$ cat src/rtl/isqrt_stage_if.sv
// rtl/isqrt_stage_if.sv - radicand/result handshake bundle for isqrt_stage
interface isqrt_stage_if #(
   parameter int IN_W = 16
);
   localparam int OUT_W = IN_W / 2;

   logic             in_valid;
   logic             in_ready;
   logic [IN_W-1:0]  in_data;
   logic             out_valid;
   logic             out_ready;
   logic [OUT_W-1:0] out_data;
   logic [OUT_W:0]   out_rem;

   modport master (
      output in_valid, in_data, out_ready,
      input  in_ready, out_valid, out_data, out_rem
   );

   modport slave (
      input  in_valid, in_data, out_ready,
      output in_ready, out_valid, out_data, out_rem
   );
endinterface

$ cat src/rtl/isqrt_stage.sv
// rtl/isqrt_stage.sv - iterative restoring integer square root, one root bit per enabled edge
// Optional ISQRT_ROUND_EN: round root to nearest (saturating); remainder stays the floor remainder.
module isqrt_stage #(
   parameter int IN_W = 16
) (
   input logic          clk,
   input logic          rst,
   input logic          ena,
   isqrt_stage_if.slave bus
);
   localparam int OUT_W = IN_W / 2;
   localparam int CNT_W = $clog2(OUT_W + 1);
   localparam logic [CNT_W-1:0] LAST = CNT_W'(OUT_W - 1);

   typedef enum logic [1:0] {IDLE, BUSY, DONE} state_t;

   state_t           state;
   logic [IN_W-1:0]  rad;
   logic [OUT_W-1:0] root;
   logic [OUT_W:0]   rem;
   logic [CNT_W-1:0] cnt;
   logic [OUT_W-1:0] res_data;
   logic [OUT_W:0]   res_rem;

   logic [OUT_W+1:0] rem_t;
   logic [OUT_W+1:0] trial;
   logic [OUT_W+1:0] rem_sel;
   logic [OUT_W-1:0] root_next;
   logic [OUT_W:0]   rem_next;
   logic [OUT_W-1:0] round_data;
   logic             ge;
   logic             take;
   logic             unused_top;

   // Remainder never exceeds 2*root, so only its low OUT_W bits feed the next shift.
   always_comb begin
      rem_t     = {rem[OUT_W-1:0], rad[IN_W-1 -: 2]};
      trial     = {root, 2'b01};
      ge        = (rem_t >= trial);
      rem_sel   = ge ? (rem_t - trial) : rem_t;
      root_next = {root[OUT_W-2:0], ge};
      rem_next  = rem_sel[OUT_W:0];
   end

   assign unused_top = rem_sel[OUT_W+1];

   always_comb begin
      round_data = root_next;
`ifdef ISQRT_ROUND_EN
      if (({1'b0, root_next} < rem_next) && (root_next != '1))
         round_data = root_next + 1'b1;
`endif
   end

   assign bus.in_ready  = (state == IDLE) || ((state == DONE) && bus.out_ready);
   assign bus.out_valid = (state == DONE);
   assign bus.out_data  = res_data;
   assign bus.out_rem   = res_rem;
   assign take          = ena && bus.in_valid && bus.in_ready;

   always_ff @(posedge clk or posedge rst) begin
      if (rst) begin
         state    <= IDLE;
         rad      <= '0;
         root     <= '0;
         rem      <= '0;
         cnt      <= '0;
         res_data <= '0;
         res_rem  <= '0;
      end else if (ena) begin
         if (take) begin
            // Covers both a fresh accept from IDLE and a pop+accept from DONE.
            state <= BUSY;
            rad   <= bus.in_data;
            root  <= '0;
            rem   <= '0;
            cnt   <= '0;
         end else begin
            case (state)
               BUSY: begin
                  rad  <= {rad[IN_W-3:0], 2'b00};
                  root <= root_next;
                  rem  <= rem_next;
                  cnt  <= cnt + 1'b1;
                  if (cnt == LAST) begin
                     state    <= DONE;
                     res_data <= round_data;
                     res_rem  <= rem_next;
                  end
               end
               DONE: begin
                  if (bus.out_ready)
                     state <= IDLE;
               end
               default: ;
            endcase
         end
      end
   end
endmodule

$ cat src/flat_wrapper.sv
// flat-port wrapper written by rule: the top's interface ports become plain ports
module isqrt_stage_flat 
#(
   parameter int IN_W = 16
)
  (clk, rst, ena, bus_in_valid, bus_in_data, bus_out_ready, bus_in_ready, bus_out_valid, bus_out_data, bus_out_rem);
  isqrt_stage_if #(.IN_W(IN_W)) bus_i ();
  input logic clk;
  input logic rst;
  input logic ena;
  input wire logic [$bits(bus_i.in_valid)-1:0] bus_in_valid;
  input wire logic [$bits(bus_i.in_data)-1:0] bus_in_data;
  input wire logic [$bits(bus_i.out_ready)-1:0] bus_out_ready;
  output wire logic [$bits(bus_i.in_ready)-1:0] bus_in_ready;
  output wire logic [$bits(bus_i.out_valid)-1:0] bus_out_valid;
  output wire logic [$bits(bus_i.out_data)-1:0] bus_out_data;
  output wire logic [$bits(bus_i.out_rem)-1:0] bus_out_rem;
  assign bus_i.in_valid = bus_in_valid;
  assign bus_i.in_data = bus_in_data;
  assign bus_i.out_ready = bus_out_ready;
  assign bus_in_ready = bus_i.in_ready;
  assign bus_out_valid = bus_i.out_valid;
  assign bus_out_data = bus_i.out_data;
  assign bus_out_rem = bus_i.out_rem;
  isqrt_stage #(.IN_W(IN_W)) u_core (.clk(clk), .rst(rst), .ena(ena), .bus(bus_i));
endmodule
$ cat config.mk
export PLATFORM = sky130hd
export DESIGN_NAME = isqrt_stage_flat
export DESIGN_NICKNAME = d
export VERILOG_FILES = /design/src/rtl/isqrt_stage_if.sv /design/src/rtl/isqrt_stage.sv /design/src/flat_wrapper.sv
export SDC_FILE = /design/constraint.sdc
export NUM_CORES = 1
export LEC_CHECK = 0
export ABC_CLOCK_PERIOD_IN_PS = 3800
export CELL_PAD_IN_SITES_DETAIL_PLACEMENT = 1
export CELL_PAD_IN_SITES_GLOBAL_PLACEMENT = 1
export CORE_UTILIZATION = 45
export DETAILED_ROUTE_END_ITERATION = 7
export PLACE_DENSITY = 0.92
export SLEW_MARGIN = 30
export SYNTH_ARGS = -nofsm -noshare
export SYNTH_HDL_FRONTEND = slang
export SYNTH_SLANG_ARGS = --single-unit
$ cat constraint.sdc
create_clock -name clk -period 3.8 [get_ports clk]
set_input_delay 0.76 -clock clk [delete_from_list [all_inputs] [get_ports clk]]
set_output_delay 0.76 -clock clk [all_outputs]
set_load 0.01 [all_outputs]
After elaboration in Yosys (flattened, before gate mapping) --
Cells that the tools add are included.
Word-level totals: register bits after elaboration 55, bits in latches 0, RAM bits 0, ROM bits 0, bits of input ports 21, output and inout port bits 19, memories kept 0
Cells by class: add/subtract/negate cells 2, multipliers 0, divide/modulo/power cells 0, order comparisons 1, eq/ne operators 5, shifts and indexed selects 0, mux-type cells 13, bitwise gates (word level) 1, reduce and logical (&&, ||, !) cells 10
Operators with widths (number):
- 16-bit two-way mux | 2
- 8-bit two-way mux | 4
- 10-bit greater-or-equal comparator | 1
- 9-bit two-way mux | 1
- 9-bit subtractor | 1
- 4-bit two-way mux | 2
- 4-bit AND reduction | 2
- 2-bit two-way mux | 3
- 4-bit by 1-bit adder with 4-bit output (second input constant) | 1
- 4-bit by 3-bit equality test with 1-bit output (second input constant) | 1
- 2-bit case mux with 2 select lines | 1
- 1-bit logical AND | 3
- 3-bit by 1-bit inequality test with 1-bit output (second input constant) | 1
- 3-bit by 2-bit inequality test with 1-bit output (second input constant) | 1
- 3-bit nonzero test | 1
- 2-bit by 1-bit equality test with 1-bit output (second input constant) | 1
- 2-bit equality test (second input constant) | 1
- 2-bit zero test | 1
- 2-bit AND reduction | 1
- 2-bit nonzero test | 1
- 1-bit logical OR | 1
- 1-bit inverter | 1

Logic depth before layout (Yosys ltp) --
word-level depth 6, mapped depth 9, mapped depth without buffers 8

Least setup slack after synthesis --
OpenSTA, ideal clock, no wires.
path kind input to register, from in bus_out_ready, to reg u_core.res_rem[0] (netlist: u_core.bus.out_rem[0]), library setup time 0.137 ns, data arrival time 1.839 ns, data required time 3.663 ns, path slack 1.825 ns, stages 6, path buffers 1, cells stage by stage a21o_1 > a21oi_1 > nand2b_1 > clkbuf_1 > nand2_1 > o21ai_0
Between the ends: cells in the longest elaborated chain, start to end 5
Ends and longest elaborated chain:
- start, declared | line flat_wrapper.sv:13 | input wire logic [$bits(bus_i.out_ready)-1:0] bus_out_ready;
- 1-bit logical AND | line isqrt_stage.sv:55 | assign bus.in_ready = (state == IDLE) || ((state == DONE) && bus.out_ready);
- 1-bit logical OR | line isqrt_stage.sv:55
- 1-bit logical AND | line isqrt_stage.sv:59 | assign take = ena && bus.in_valid && bus.in_ready;
- 1-bit inverter (no line)
- 4-bit AND reduction (no line)
- end signal, assigned | line isqrt_stage.sv:88 | res_rem <= rem_next;
- end, declared | line isqrt_stage.sv:23 | logic [OUT_W:0] res_rem;
No other way between the ends. A chain may end at the register's enable or synchronous reset.

Worst setup path after layout --
from in bus_out_ready, to out bus_in_ready
Between the ends: cells in the longest elaborated chain, start to end 2
Ends and longest elaborated chain:
- 1-bit logical AND | line isqrt_stage.sv:55
- 1-bit logical OR | line isqrt_stage.sv:55
- end, declared | line flat_wrapper.sv:14 | output wire logic [$bits(bus_i.in_ready)-1:0] bus_in_ready;
No other way between the ends.

==> impl_table.tex <==
\begin{tabular}{lr}
\hline
Metric & Value \\
\hline
\multicolumn{2}{l}{\textbf{Critical path}} \\
\quad Data arrival time at the worst-slack endpoint & 1.99 ns \\
\quad Kind of capture point of the worst setup path & output port \\
\quad CP peak stage delay & 0.56 ns \\
\quad Critical register-to-register path startpoint & u\_core.rem[3] \\
\quad Endpoint of the worst register-to-register path & u\_core.rem[5] \\
\quad Max stage delay cell, worst path & clkdlybuf4s50\_1 \\
\quad Ordered cell list for the critical path & clkdlybuf4s50\_1, a21o\_1, clkdlybuf4s50\_1 \\
\quad Critical path type & in -> out \\
\quad Worst R2R Setup Slack & 1.21 ns \\
\quad Maximum fanout encountered on the critical timing path & 5 \\
\quad Most common cell on crit path & clkdlybuf4s50\_1 \\
\quad Required time of the critical path & 3.04 ns \\
\quad Depth of the worst register-to-register path & 7 \\
\quad Critical path launch point type & primary input \\
\multicolumn{2}{l}{\textbf{Min path}} \\
\quad Classification of the worst-slack hold path & reg -> reg \\
\quad Depth of the worst hold-timing path & 2 \\
\quad Worst Min Path Start & u\_core.bus.out\_data[2] \\
\quad Endpoint with the worst hold slack & u\_core.bus.out\_data[2] \\
\multicolumn{2}{l}{\textbf{Synthesis}} \\
\quad Post-Syn Nets & 311 \\
\quad Fraction of the yosys area taken by sequential cells & 50.6\% \\
\quad Average cell area after synthesis & 9.86 sq um \\
\quad Yosys top cell area share & 50.6\% \\
\quad Share of synthesized cell area in full adder, half adder and majority cells & 6.44\% \\
\quad Biggest area contributors in the synthesized netlist & dfrtp\_1 51\%, nand2\_1 7.2\%, ha\_1 6.4\% \\
\quad Basic-gate share of the synthesized area counting and, or, nand and nor cells & 16.7\% \\
\quad Summed instance area of the synthesized netlist & 2720 sq um \\
\quad Compound-Gate Fraction of Synth Area & 15.9\% \\
\quad XOR/XNOR share of the synthesized area & 3.22\% \\
\quad Share of synthesized area spent on multiplexers & 3.13\% \\
\quad Synth cell types & 35 \\
\quad Library cell occupying the most area in the post-synthesis netlist & dfrtp\_1 \\
\quad Syn Inst Count & 276 \\
\quad Number of warnings issued by yosys & 0 \\
\quad Main combinational cell family by area after synthesis & simple AND/OR/NAND/NOR gates \\
\quad Synthesized flop and latch total & 55 \\
\multicolumn{2}{l}{\textbf{CTS}} \\
\quad Clock latency reported for the late side of the worst-skew pair & 0.32 ns \\
\quad Maximum number of buffers from clock root to sink & 2 \\
\quad Clock transition at the registers of the reported paths & 0.09 ns \\
\quad Number of buffers inserted for hold repair after clock tree synthesis & 0 \\
\quad Post CTS Setup Buffer Count & 0 \\
\quad H-tree depth & 2 \\
\quad Cells resized by post-CTS repair & 0 \\
\quad TritonCTS clock tree & built \\
\quad Root Buffer Master & clkbuf\_8 \\
\quad Clock sink count & 55 \\
\quad CTS buffer count & 5 \\
\multicolumn{2}{l}{\textbf{GRT}} \\
\quad Total global-route track usage & 23.0\% \\
\quad Aggregate global routing overflow & 0 \\
\quad Pin count of the biggest net entering global routing & 35 \\
\quad Via count of the first global-routing pass & 2323 \\
\quad Global-route wire length before repair & 11200 um \\
\quad Number of antenna violations at the first check in global routing & 0 \\
\multicolumn{2}{l}{\textbf{Final layout}} \\
\quad Most frequent cells in the layout & 55 x dfrtp\_1, 52 x nand2\_1, 39 x clkdlybuf4s50\_1 \\
\quad Number of standard cells in the layout, taps in and fillers out & 386 \\
\quad Diodes inserted & 0 \\
\quad Fillers & 651 \\
\quad Area added between synthesis and finish & 20.0\% \\
\quad Most common library cell in the layout ignoring fill and taps & dfrtp\_1 \\
\quad Share of cells above drive strength 1 & 5.41\% \\
\quad Net count reported at finish & 348 \\
\multicolumn{2}{l}{\textbf{Power}} \\
\quad PD cells & 862 nW/um\^{}2 \\
\quad Peak supply drop & 0.428 mV \\
\quad Reported leakage power & 1.50 nW \\
\multicolumn{2}{l}{\textbf{Run}} \\
\quad Max Cap Violations & 0 \\
\multicolumn{2}{l}{\textbf{Place}} \\
\quad DPL Wire Length & 4800 um \\
\quad Placed cell count & 378 \\
\quad Input/output buffers & 39 \\
\quad Routability-driven placement congestion ratio & 0.785 \\
\multicolumn{2}{l}{\textbf{Floorplanning}} \\
\quad Boundary Pins & 40 \\
\quad Core Area & 5680 sq um \\
\quad Floorplan row count & 27 \\
\quad Height of the chip & 79.8 um \\
\quad Initial Utilization & 47.9\% \\
\quad Width of the die & 79.8 um \\
\quad DIE AREA & 6360 sq um \\
\multicolumn{2}{l}{\textbf{STA}} \\
\quad Shortest period the worst path allows & 2.75 ns \\
\quad Tightest slew margin relative to the limit & 48.5\% \\
\quad Maximum achievable frequency & 0.363 GHz \\
\quad Final setup skew & 0.0138 ns \\
\quad Period Utilization, post-route & 72.5\% \\
\quad Final setup vio count & 0 \\
\quad Post-route setup TNS & 0 ns \\
\quad Unrepaired setup endpoints after global routing & false \\
\quad Transition at the pin with the smallest max-transition slack & 0.769 ns \\
\quad Number of hold violations in the final report & 0 \\
\quad Count of pins over their slew limit & 0 \\
\multicolumn{2}{l}{\textbf{Routing}} \\
\quad Iter 0 DRT Violations & 90 \\
\quad DR DRC count & 0 \\
\quad Average vias per placed instance & 5.69 \\
\quad Detailed-routing iteration count for the pre-antenna-repair pass & 4 \\
\quad Aggregate routed wire length & 6520 um \\
\quad Antenna Violating Nets Remaining & 0 \\
\quad Number of vias in the routed layout & 2196 \\
\quad Wire per inst & 16.9 um \\
\multicolumn{2}{l}{\textbf{Outcome}} \\
\quad Outcome & complete, no violations \\
\hline
\end{tabular}
metrics by stage:
step | cell area [sq um] | total power, W | worst slack [ns] | util, % | hold WS, ns
final | 3270 | 0.00282 | 1.05 | 57.5 | 0.491
after global routing | 3270 | 0.00304 | 0.988 | 57.5 | 0.524
after CTS | 3270 | 0.00283 | 1.04 | 57.5 | 0.499
after detailed placement | 3170 | 0.00248 | 0.907 | 55.9 | 0.477
after global placement | 3170 | 0.00237 | 1.06 | 55.9 | 0.462
after floorplan | 2720 | 0.00204 | 1.70 | - | 0.450
state kept, by name, summed over array words and instances, names as in the netlist:
register,flops
u_core.rad,16
u_core.state,2
u_core.bus.out_data,8
u_core.rem,8
u_core.bus.out_rem,9
u_core.cnt,4
u_core.root,8
cells by family after synthesis:
family                   count (synthesis)
AO/OA/AOI/OAI                           64
XOR/XNOR                                10
adder cells (fa/ha/maj)                 14
buffers and inverters                   27
flip-flops                              55
multiplexers                             8
AND/OR/NAND/NOR                         98
final cells by class:
| cell class | count | area [sq um] | area share (%) |
|---|---|---|---|
| Clock buffer | 5 | 68.8 | 2.11 |
| Clock inverter | 3 | 22.5 | 0.690 |
| Inverter | 14 | 52.6 | 1.61 |
| Multi-Input combinational cell | 194 | 1230 | 37.8 |
| Sequential cell | 55 | 1380 | 42.1 |
| Tap cell | 72 | 90.1 | 2.76 |
| Timing Repair Buffer | 43 | 420 | 12.9 |
critical path: cells and delay by family:
family	cells	cell delay, ns
AO/OA/AOI/OAI	1	0.20
buffers and inverters	2	1.04
worst max-delay path by stage:
stage / endpoint / start / slack, ns / cells past startpoint
after floorplan: u_core.bus.out_data[0] / rst / 1.70 / 1
after global placement: bus_in_ready / bus_out_ready / 1.06 / 3
after detailed placement: u_core.bus.out_rem[8] / ena / 0.91 / 7
after CTS: bus_in_ready / bus_out_ready / 1.04 / 3
after global routing: u_core.rem[5] / u_core.root[3] / 0.99 / 8
final: bus_in_ready / bus_out_ready / 1.05 / 3
per-layer routing:
metal	track usage [%]	vias to the layer above	part of all wire [%]	wire length, um
met5	0	-	0	0
met4	7.68	0	1.6	104
met3	4.34	11	2.8	183
met2	39.8	47	51	3350
met1	28.8	1097	44	2880
li1	-	1041	-	-
cells in the mapped netlist:
| master | n |
|---|---|
| dfrtp_1 | 55 |
| a2111o_1 | 1 |
| xnor2_1 | 7 |
| nand3b_1 | 1 |
| clkbuf_1 | 10 |
| nor2_1 | 9 |
| nor4b_1 | 2 |
| nand2_1 | 52 |
| o21ai_2 | 2 |
| a221o_1 | 14 |
| ha_1 | 14 |
| and2_1 | 1 |
| a21o_1 | 1 |
| mux2_4 | 1 |
| a221oi_1 | 1 |
| o21ai_0 | 28 |
| a211oi_2 | 1 |
| mux2i_1 | 7 |
| inv_1 | 14 |
| and3_1 | 13 |
| a31oi_1 | 1 |
| nand2b_1 | 3 |
| xor2_1 | 3 |
| nand3_1 | 4 |
| nor3b_1 | 1 |
| buf_1 | 1 |
| buf_2 | 1 |
| nor2b_1 | 4 |
| buf_6 | 1 |
| nand4_1 | 1 |
| a21oi_1 | 11 |
| a211o_1 | 1 |
| a211oi_1 | 2 |
| nor3_1 | 7 |
| a311o_1 | 1 |
where the power goes:
group / total, W / internal [W] / leakage (nW) / switching [W]
clock network: 0.000337 / 0.000134 / 0.0489 / 0.000203
logic: 0.00155 / 0.000712 / 0.719 / 0.000835
registers: 0.000932 / 0.000794 / 0.733 / 0.000139
total: 0.00282 / 0.00164 / 1.50 / 0.00118
No activity file was read; power rests on OpenSTA's default activity.
